--- src/rtl/jts16_sdram_arb.sv ---
// Four-bank SDRAM request arbiter with blanking-gated auto-refresh, one command outstanding.
// Define JTS16_SDRAM_PRIO_EN for fixed priority (ba0 > ba1 > ba2 > ba3) instead of round-robin.
module jts16_sdram_arb #(
    parameter int unsigned AW       = 22,
    parameter int unsigned RFSH_CNT = 384,
    parameter int unsigned RFSH_MAX = 1024
) (
    input  logic          clk,
    input  logic          rst,
    input  logic          refresh_en,
    input  logic [AW-1:0] ba0_addr,
    input  logic [AW-1:0] ba1_addr,
    input  logic [AW-1:0] ba2_addr,
    input  logic [AW-1:0] ba3_addr,
    input  logic          ba0_rd,
    input  logic          ba1_rd,
    input  logic          ba2_rd,
    input  logic          ba3_rd,
    input  logic          ba0_wr,
    input  logic [15:0]   ba0_din,
    input  logic [1:0]    ba0_din_m,
    output logic          ba0_ack,
    output logic          ba1_ack,
    output logic          ba2_ack,
    output logic          ba3_ack,
    output logic          ba0_rdy,
    output logic          ba1_rdy,
    output logic          ba2_rdy,
    output logic          ba3_rdy,
    output logic [AW-1:0] sd_addr,
    output logic [1:0]    sd_ba,
    output logic          sd_rd,
    output logic          sd_wr,
    output logic          sd_rfsh,
    output logic [15:0]   sd_din,
    output logic [1:0]    sd_din_m,
    input  logic          sd_ack,
    input  logic          sd_rdy
);

    localparam int unsigned   CW      = $clog2(RFSH_MAX + 1);
    localparam logic [CW-1:0] CNT_TH  = CW'(RFSH_CNT);
    localparam logic [CW-1:0] CNT_TOP = CW'(RFSH_MAX);

    localparam logic [1:0] IDLE  = 2'd0;
    localparam logic [1:0] ISSUE = 2'd1;
    localparam logic [1:0] WAIT  = 2'd2;
    localparam logic [1:0] RFSH  = 2'd3;

    logic [1:0]    state;
    logic [CW-1:0] rfsh_cnt;
    logic          rfsh_pend;
    logic          rfsh_go;
    logic [3:0]    ack;
    logic [3:0]    rdy;
    logic [3:0]    req;
    logic          gnt_any;
    logic [1:0]    gnt_idx;
    logic [AW-1:0] gnt_addr;

    assign req     = {ba3_rd, ba2_rd, ba1_rd, ba0_rd | ba0_wr};
    // Past RFSH_MAX the blanking gate is bypassed so the SDRAM never loses data.
    assign rfsh_go = rfsh_pend && (refresh_en || rfsh_cnt == CNT_TOP);

`ifdef JTS16_SDRAM_PRIO_EN
    always_comb begin
        gnt_any = |req;
        gnt_idx = 2'd3;
        if (req[0])      gnt_idx = 2'd0;
        else if (req[1]) gnt_idx = 2'd1;
        else if (req[2]) gnt_idx = 2'd2;
    end
`else
    logic [1:0] ptr;

    // Search starts one past the last granted bank.
    always_comb begin
        gnt_any = 1'b0;
        gnt_idx = 2'd0;
        for (int i = 1; i <= 4; i++) begin
            if (!gnt_any && req[ptr + 2'(i)]) begin
                gnt_any = 1'b1;
                gnt_idx = ptr + 2'(i);
            end
        end
    end

    always_ff @(posedge clk) begin
        if (rst) begin
            ptr <= 2'd0;
        end else if (state == IDLE && !rfsh_go && gnt_any) begin
            ptr <= gnt_idx;
        end
    end
`endif

    always_comb begin
        unique case (gnt_idx)
            2'd0:    gnt_addr = ba0_addr;
            2'd1:    gnt_addr = ba1_addr;
            2'd2:    gnt_addr = ba2_addr;
            default: gnt_addr = ba3_addr;
        endcase
    end

    always_ff @(posedge clk) begin
        if (rst) begin
            state     <= IDLE;
            rfsh_cnt  <= '0;
            rfsh_pend <= 1'b0;
            ack       <= '0;
            rdy       <= '0;
            sd_addr   <= '0;
            sd_ba     <= 2'd0;
            sd_rd     <= 1'b0;
            sd_wr     <= 1'b0;
            sd_rfsh   <= 1'b0;
            sd_din    <= 16'd0;
            sd_din_m  <= 2'd0;
        end else begin
            ack <= '0;
            rdy <= '0;
            if (rfsh_cnt != CNT_TOP) rfsh_cnt <= rfsh_cnt + 1'b1;
            if (rfsh_cnt >= CNT_TH) rfsh_pend <= 1'b1;
            unique case (state)
                IDLE: begin
                    if (rfsh_go) begin
                        sd_rfsh <= 1'b1;
                        state   <= RFSH;
                    end else if (gnt_any) begin
                        sd_addr  <= gnt_addr;
                        sd_ba    <= gnt_idx;
                        sd_din   <= ba0_din;
                        sd_din_m <= ba0_din_m;
                        sd_wr    <= (gnt_idx == 2'd0) && ba0_wr;
                        sd_rd    <= !((gnt_idx == 2'd0) && ba0_wr);
                        state    <= ISSUE;
                    end
                end
                ISSUE: begin
                    if (sd_ack) begin
                        sd_rd      <= 1'b0;
                        sd_wr      <= 1'b0;
                        ack[sd_ba] <= 1'b1;
                        state      <= WAIT;
                    end
                end
                WAIT: begin
                    if (sd_rdy) begin
                        rdy[sd_ba] <= 1'b1;
                        state      <= IDLE;
                    end
                end
                RFSH: begin
                    if (sd_ack) begin
                        sd_rfsh   <= 1'b0;
                        rfsh_cnt  <= '0;
                        rfsh_pend <= 1'b0;
                        state     <= IDLE;
                    end
                end
                default: state <= IDLE;
            endcase
        end
    end

    assign {ba3_ack, ba2_ack, ba1_ack, ba0_ack} = ack;
    assign {ba3_rdy, ba2_rdy, ba1_rdy, ba0_rdy} = rdy;

endmodule

--- config.mk ---
export PLATFORM = sky130hd
export DESIGN_NAME = jts16_sdram_arb
export DESIGN_NICKNAME = d
export VERILOG_FILES = /design/src/rtl/jts16_sdram_arb.sv
export SDC_FILE = /design/constraint.sdc
export NUM_CORES = 1
export LEC_CHECK = 0
export ABC_CLOCK_PERIOD_IN_PS = 2500
export CORE_UTILIZATION = 40
export DETAILED_ROUTE_END_ITERATION = 16
export PLACE_DENSITY = 0.81
export SYNTH_ARGS = -nofsm -noshare
export SYNTH_HDL_FRONTEND = slang
export SYNTH_SLANG_ARGS = --single-unit
export TNS_END_PERCENT = 30
--- constraint.sdc ---
create_clock -name clk -period 2.5 [get_ports clk]
set_input_delay 0.375 -clock clk [delete_from_list [all_inputs] [get_ports clk]]
set_output_delay 0.375 -clock clk [all_outputs]
set_load 0.1 [all_outputs]
* Word-level counts from Yosys, hierarchy flattened
Index checks and enable logic that the tools add are counted.
Word-level totals: input port bits 116, output and inout bits 53, bits in registers 69
Operators by class: magnitude comparators 7, equality and inequality tests 14, reduce and logical (&&, ||, !) cells 24, bitwise operators 6, muxes and demuxes 40, add/sub/neg operators 4
Operators by type and width (count):
- 22-bit case mux with 3 select lines | 1
- 11-bit 2-to-1 mux | 3
- 1-bit 2-to-1 mux | 18
- 2-bit 2-to-1 mux | 9
- 2-bit by 3-bit < comparator with 1-bit output, second input constant | 5
- 2-bit != test, second input constant | 6
- 11-bit by 1-bit adder with 11-bit output, second input constant | 1
- 11-bit == test, second input constant | 1
- 11-bit by 9-bit >= comparator with 1-bit output, second input constant | 1
- 11-bit != test, second input constant | 1
- 1-bit binary-select mux with 2-bit select | 4
- 1-bit logical AND | 8
- 2-bit case mux with 4 select lines | 1
- 4-bit AND reduction | 2
- 2-bit == test, second input constant | 3
- 1-bit case mux with 2 select lines | 3
- 3-bit AND reduction | 2
- 3-bit OR reduction | 2
- 1-bit logical NOT | 5
- 1-bit inverter | 5
- 2-bit adder, second input constant | 2
- 2-bit by 1-bit == test with 1-bit output, second input constant | 2
- 2-bit logical NOT | 2
- 2-bit nonzero test | 2
- other kinds (6) | 6

* Longest topological paths before layout
depth after elaboration 19, gate-level depth with buffers 9

* Least setup slack after synthesis
Ideal clock, no wire load.
path type in2reg, start point in ba3_rd, end point reg sd_addr[0], path slack 0.511 ns, data arrival time 1.873 ns, required time 2.383 ns, stages 5, path buffers 1, cell sequence and2b_1 > o311ai_4 > buf_6 > mux4_2 > a22o_1
On the way: longest elaborated chain between the ends 14
RTL lines:
- start: declaration | line 18 | input logic ba3_rd,
- 1-bit binary-select mux with 2-bit select | line 81 | if (!gnt_any && req[ptr + 2'(i)]) begin
- 1-bit 2-to-1 mux (not written as such) | line 81
- 1-bit 2-to-1 mux | line 81
- 1-bit logical NOT | line 81
- 1-bit logical AND | line 81
- 1-bit 2-to-1 mux | line 81
- 1-bit logical NOT | line 81
- 1-bit logical AND | line 81
- 1-bit 2-to-1 mux | line 81
- 1-bit logical NOT | line 81
- 1-bit logical AND | line 81
- 2-bit 2-to-1 mux | line 81
- 2-bit == test, or another cell as far along | line 98 | unique case (gnt_idx)
- 22-bit case mux with 3 select lines | line 98
- end signal: assignment | line 131 | sd_addr <= gnt_addr;
- end: declaration | line 30 | output logic [AW-1:0] sd_addr,
Parallel ways exist; a longest one is shown, timed or not. The select of a mux whose other input is x is not followed. A chain may end at the register's enable or synchronous reset.

* Worst setup path in the final report
start point in ba1_rd, end point reg sd_addr[5]
On the way: longest elaborated chain between the ends 14
RTL lines:
- start: declaration | line 16 | input logic ba1_rd,
- 1-bit binary-select mux with 2-bit select | line 81
- 1-bit 2-to-1 mux (not written as such) | line 81
- 1-bit 2-to-1 mux | line 81
- 1-bit logical NOT | line 81
- 1-bit logical AND | line 81
- 1-bit 2-to-1 mux | line 81
- 1-bit logical NOT | line 81
- 1-bit logical AND | line 81
- 1-bit 2-to-1 mux | line 81
- 1-bit logical NOT | line 81
- 1-bit logical AND | line 81
- 2-bit 2-to-1 mux | line 81
- 2-bit == test, or another cell as far along | line 98
- 22-bit case mux with 3 select lines | line 98
Parallel ways exist; a longest one is shown, timed or not. The select of a mux whose other input is x is not followed.

==> summary.txt <==
Synthesis
  • Cell with the most instances after synthesis: sky130_fd_sc_hd__dfxtp_1
  • Synth cell types: 45
  • Most used standard cells in the synthesized netlist: sky130_fd_sc_hd__dfxtp_1 (69), sky130_fd_sc_hd__nor2_1 (36), sky130_fd_sc_hd__nor2b_1 (25)
  • Top cells by area in the synthesized netlist: sky130_fd_sc_hd__dfxtp_1 (43%), sky130_fd_sc_hd__mux4_2 (13%), sky130_fd_sc_hd__a22o_1 (5.9%)
  • Share of the synthesized area in the top cell type: 42.5%
  • FF+latch count, synth: 69
  • Biggest area consumer among synthesized cells: sky130_fd_sc_hd__dfxtp_1
  • Number of enable flip-flop cells after synthesis: 0
  • Sequential-to-total area share from yosys stat: 42.5%
  • Primary FF master, synth: sky130_fd_sc_hd__dfxtp_1
  • Number of warnings printed during yosys synthesis: 0
  • Post-synthesis net count: 421
  • Summed instance area of the synthesized netlist: 3250 sq um
  • Gate count of the mapped netlist: 303
  • Average cell area after synthesis: 10.7 sq um
  • Async set-reset flop share out of synthesis: 0%

Critical path
  • Family with the most delay on the worst path: buffers and inverters
  • Library cell appearing most often on the critical path: sky130_fd_sc_hd__buf_4
  • Max incr delay on CP: 0.52 ns
  • CP Data Required Time: 2.73 ns
  • CP arrival: 2.43 ns
  • Worst reg2reg setup slack: 0.39 ns
  • Kind of end point of the critical path: register
  • Buffers plus inverters on the worst setup path: 3
  • R2R Path Start: rfsh_cnt[0]
  • Launching instance or port of the critical path: ba1_rd
  • Crit Path Category: input pin to register
  • Critical Path, Cell by Cell: clkdlybuf4s50_1 -> buf_4 -> nor3_2 -> o311ai_4 -> buf_4 -> mux4_2 -> a22o_1
  • Max FO, Critical Path: 9
  • Highest-delay cell along the critical path: sky130_fd_sc_hd__mux4_2
  • Worst Setup Start Kind: input pin

Place
  • Detail Placement HPWL: 7190 um
  • IO Port Bufs: around 170
  • Instance area after placement: between 4000 and 5000 sq um
  • Weighted congestion at the end of routability-driven global placement: about 0.8
  • Instance count after placement with tap cells included: 570

STA
  • Post-route minimum period: 2.19 ns
  • Count of endpoints failing hold in the final timing report: 0
  • Headroom to the max-slew limit: 64.0%
  • Final Max Tran Viols: 0
  • Final Cycle Share: 87.7%
  • Final setup fails: 0
  • Skew final: 0.00875 ns
  • Maximum operating frequency: ~460 MHz
  • Unrepaired setup endpoints after global routing: no
  • Fin Hold WS: between 0.4 and 0.5 ns
  • Slew at the pin closest to its max-slew limit: 0.540 ns

Layout
  • Antenna diode count: 0
  • Share of cells above drive strength 1: 22.3%
  • Summed area of non-filler cells in the final layout: 5190 sq um
  • Signed area change from the synthesized netlist to the final layout: 59.6%
  • Final non-filler cell total: between 500 and 600
  • Net count, final: approximately 600

Run
  • Count of maximum capacitance violations: 0

Floorplan
  • Core region area: 7810 sq um
  • DIE WIDTH: ~92 um
  • Die Outline Area: 8490 sq um
  • Total I/O pin count: 169
  • Y dimension of the die: 92.1 um
  • Effective utilization at floorplan: 41.6%
  • Num rows: 32

Clock network
  • Number of buffers inserted during clock tree synthesis: 9
  • H-tree levels: 3
  • Insertion delay of the later-clocked pin in the worst-skew pair: around 0.34 ns
  • Clock-pin slew of the registers on the worst-case setup and hold paths: 0.08 ns
  • Cts repair resizes: 0
  • Number of post-CTS setup repair buffers: 0
  • Clock tree from TritonCTS: done
  • Number of sinks on the clock net: 69
  • Hold-fix buffers at CTS: 0
  • Number of buffers between clock root and the deepest sink: 2
  • Clk root buf: sky130_fd_sc_hd__clkbuf_8

Routing
  • Number of nets still failing antenna checks after routing: 0
  • Iteration-0 DRC count of the detailed router: 54
  • Vias/cell: between 5 and 6
  • Count of unresolved DRC violations after routing: 0
  • Number of optimization iterations in the first detailed-route pass: 4
  • Via count of the routed design: 3020
  • Wire length per cell after detailed routing: 16.1 um
  • Routed WL: 9430 um

Global routing
  • Met3 usage: between 6 and 7%
  • GR Overflow Total: 0
  • Grt peak-use layer: met2
  • First-pass GRT wire length: 14900 um
  • Maximum number of pins on one net before global-route repair: 27
  • GR Util met1: 27.7%
  • Met2 Use GR: 39.0%
  • Via count of the first global-routing pass: 3006
  • Overall global routing resource usage: a little under a quarter
  • Initial antenna violation count: 0

Pwr
  • Largest voltage drop on the vdd net: roughly 0.53 mV
  • Power consumption: 4.12 mW
  • Pwr/cell area: 794 nW/um^2
  • Static Leakage: 2.10 nW

Hold path
  • Worst hold start: sd_wr
  • Hold/Removal Path Class: register to register

Run status
  • Run status: finished, final reports clean
==> worst paths after layout <==
check	to	cells after the start
min reg2reg	sd_wr	2
max reg2reg	sd_addr[19]	8
max	sd_addr[5]	7
min	sd_wr	2
==> metal layers <==
metal | vias to the layer above | routed length, um | part of all wire, %
met5 | - | 0 | 0
met1 | 1457 | 3940 | 42
met4 | 0 | 102 | 1.1
li1 | 1457 | - | -
met3 | 8 | 480 | 5.1
met2 | 98 | 4900 | 52
==> final cells by class <==
class,instances,area (sq um)
fillers,606,2620
multi-input cells,208,1740
repair buffers,183,1680
flip-flops and latches,69,1380
clock buffers,11,141
well taps,102,128
clock inverters,5,83.8
inverters,8,30.0
==> stage by stage <==
stage | setup slack [ns] | utilization (%) | TNS (ns)
2_1_floorplan | 0.511 | - | 0
3_3_place_gp | -0.0130 | 63.6 | -0.0860
3_5_place_dp | -0.0569 | 63.6 | -0.267
4_1_cts | 0.312 | 66.4 | 0
5_1_grt | 0.214 | 66.4 | 0
6_report | 0.307 | 66.4 | 0
==> power by group <==
part           leakage [nW]  switching (mW)  total (mW)  internal [mW]
registers             0.567          0.0822        1.31           1.22
clock network         0.106           0.428        1.02          0.591
logic                  1.43            1.15        1.79          0.646
==> flip-flops by register name, summed over array words and instances (netlist names) <==
| signal | flops |
|---|---|
| sd_din | 16 |
| rfsh_pend | 1 |
| sd_din_m | 2 |
| state | 2 |
| sd_addr | 22 |
| ptr | 2 |
| sd_ba | 2 |
| ack | 4 |
| sd_rfsh | 1 |
| rfsh_cnt | 11 |
| rdy | 4 |
| sd_wr | 1 |
| sd_rd | 1 |
==> cell usage in the layout, fill, tap and decap left out, drive strengths merged, types with 6 or more instances in the layout <==
cell	n
mux4	22
dfxtp	69
a22o	22
nor3	6
mux2i	19
a21oi	12
inv	8
o21ai	6
nor2b	25
nor2	36
nand3	6
buf	69
nand2	11
clkbuf	11
clkdlybuf4s50	114
==> worst reg2reg max path, cell delays in order, from the launching register on <==
cell and delay, ns:
sky130_fd_sc_hd__dfxtp_1 0.33, sky130_fd_sc_hd__inv_1 0.09, sky130_fd_sc_hd__ha_1 0.15, sky130_fd_sc_hd__nor4b_1 0.33
sky130_fd_sc_hd__a41oi_1 0.23, sky130_fd_sc_hd__o21ai_4 0.33, sky130_fd_sc_hd__nor2_1 0.10, sky130_fd_sc_hd__buf_4 0.21
sky130_fd_sc_hd__a22o_1 0.23
==> cells by family after synthesis <==
group / after synthesis / synth area share, %
simple gates: 105 / 16.7
flops: 69 / 42.5
compound gates: 53 / 12.6
mux: 41 / 21.4
buf+inv: 26 / 4.12
xor+xnor: 7 / 1.89
fa+ha+maj: 2 / 0.770
(Power assumes the default switching activity.)
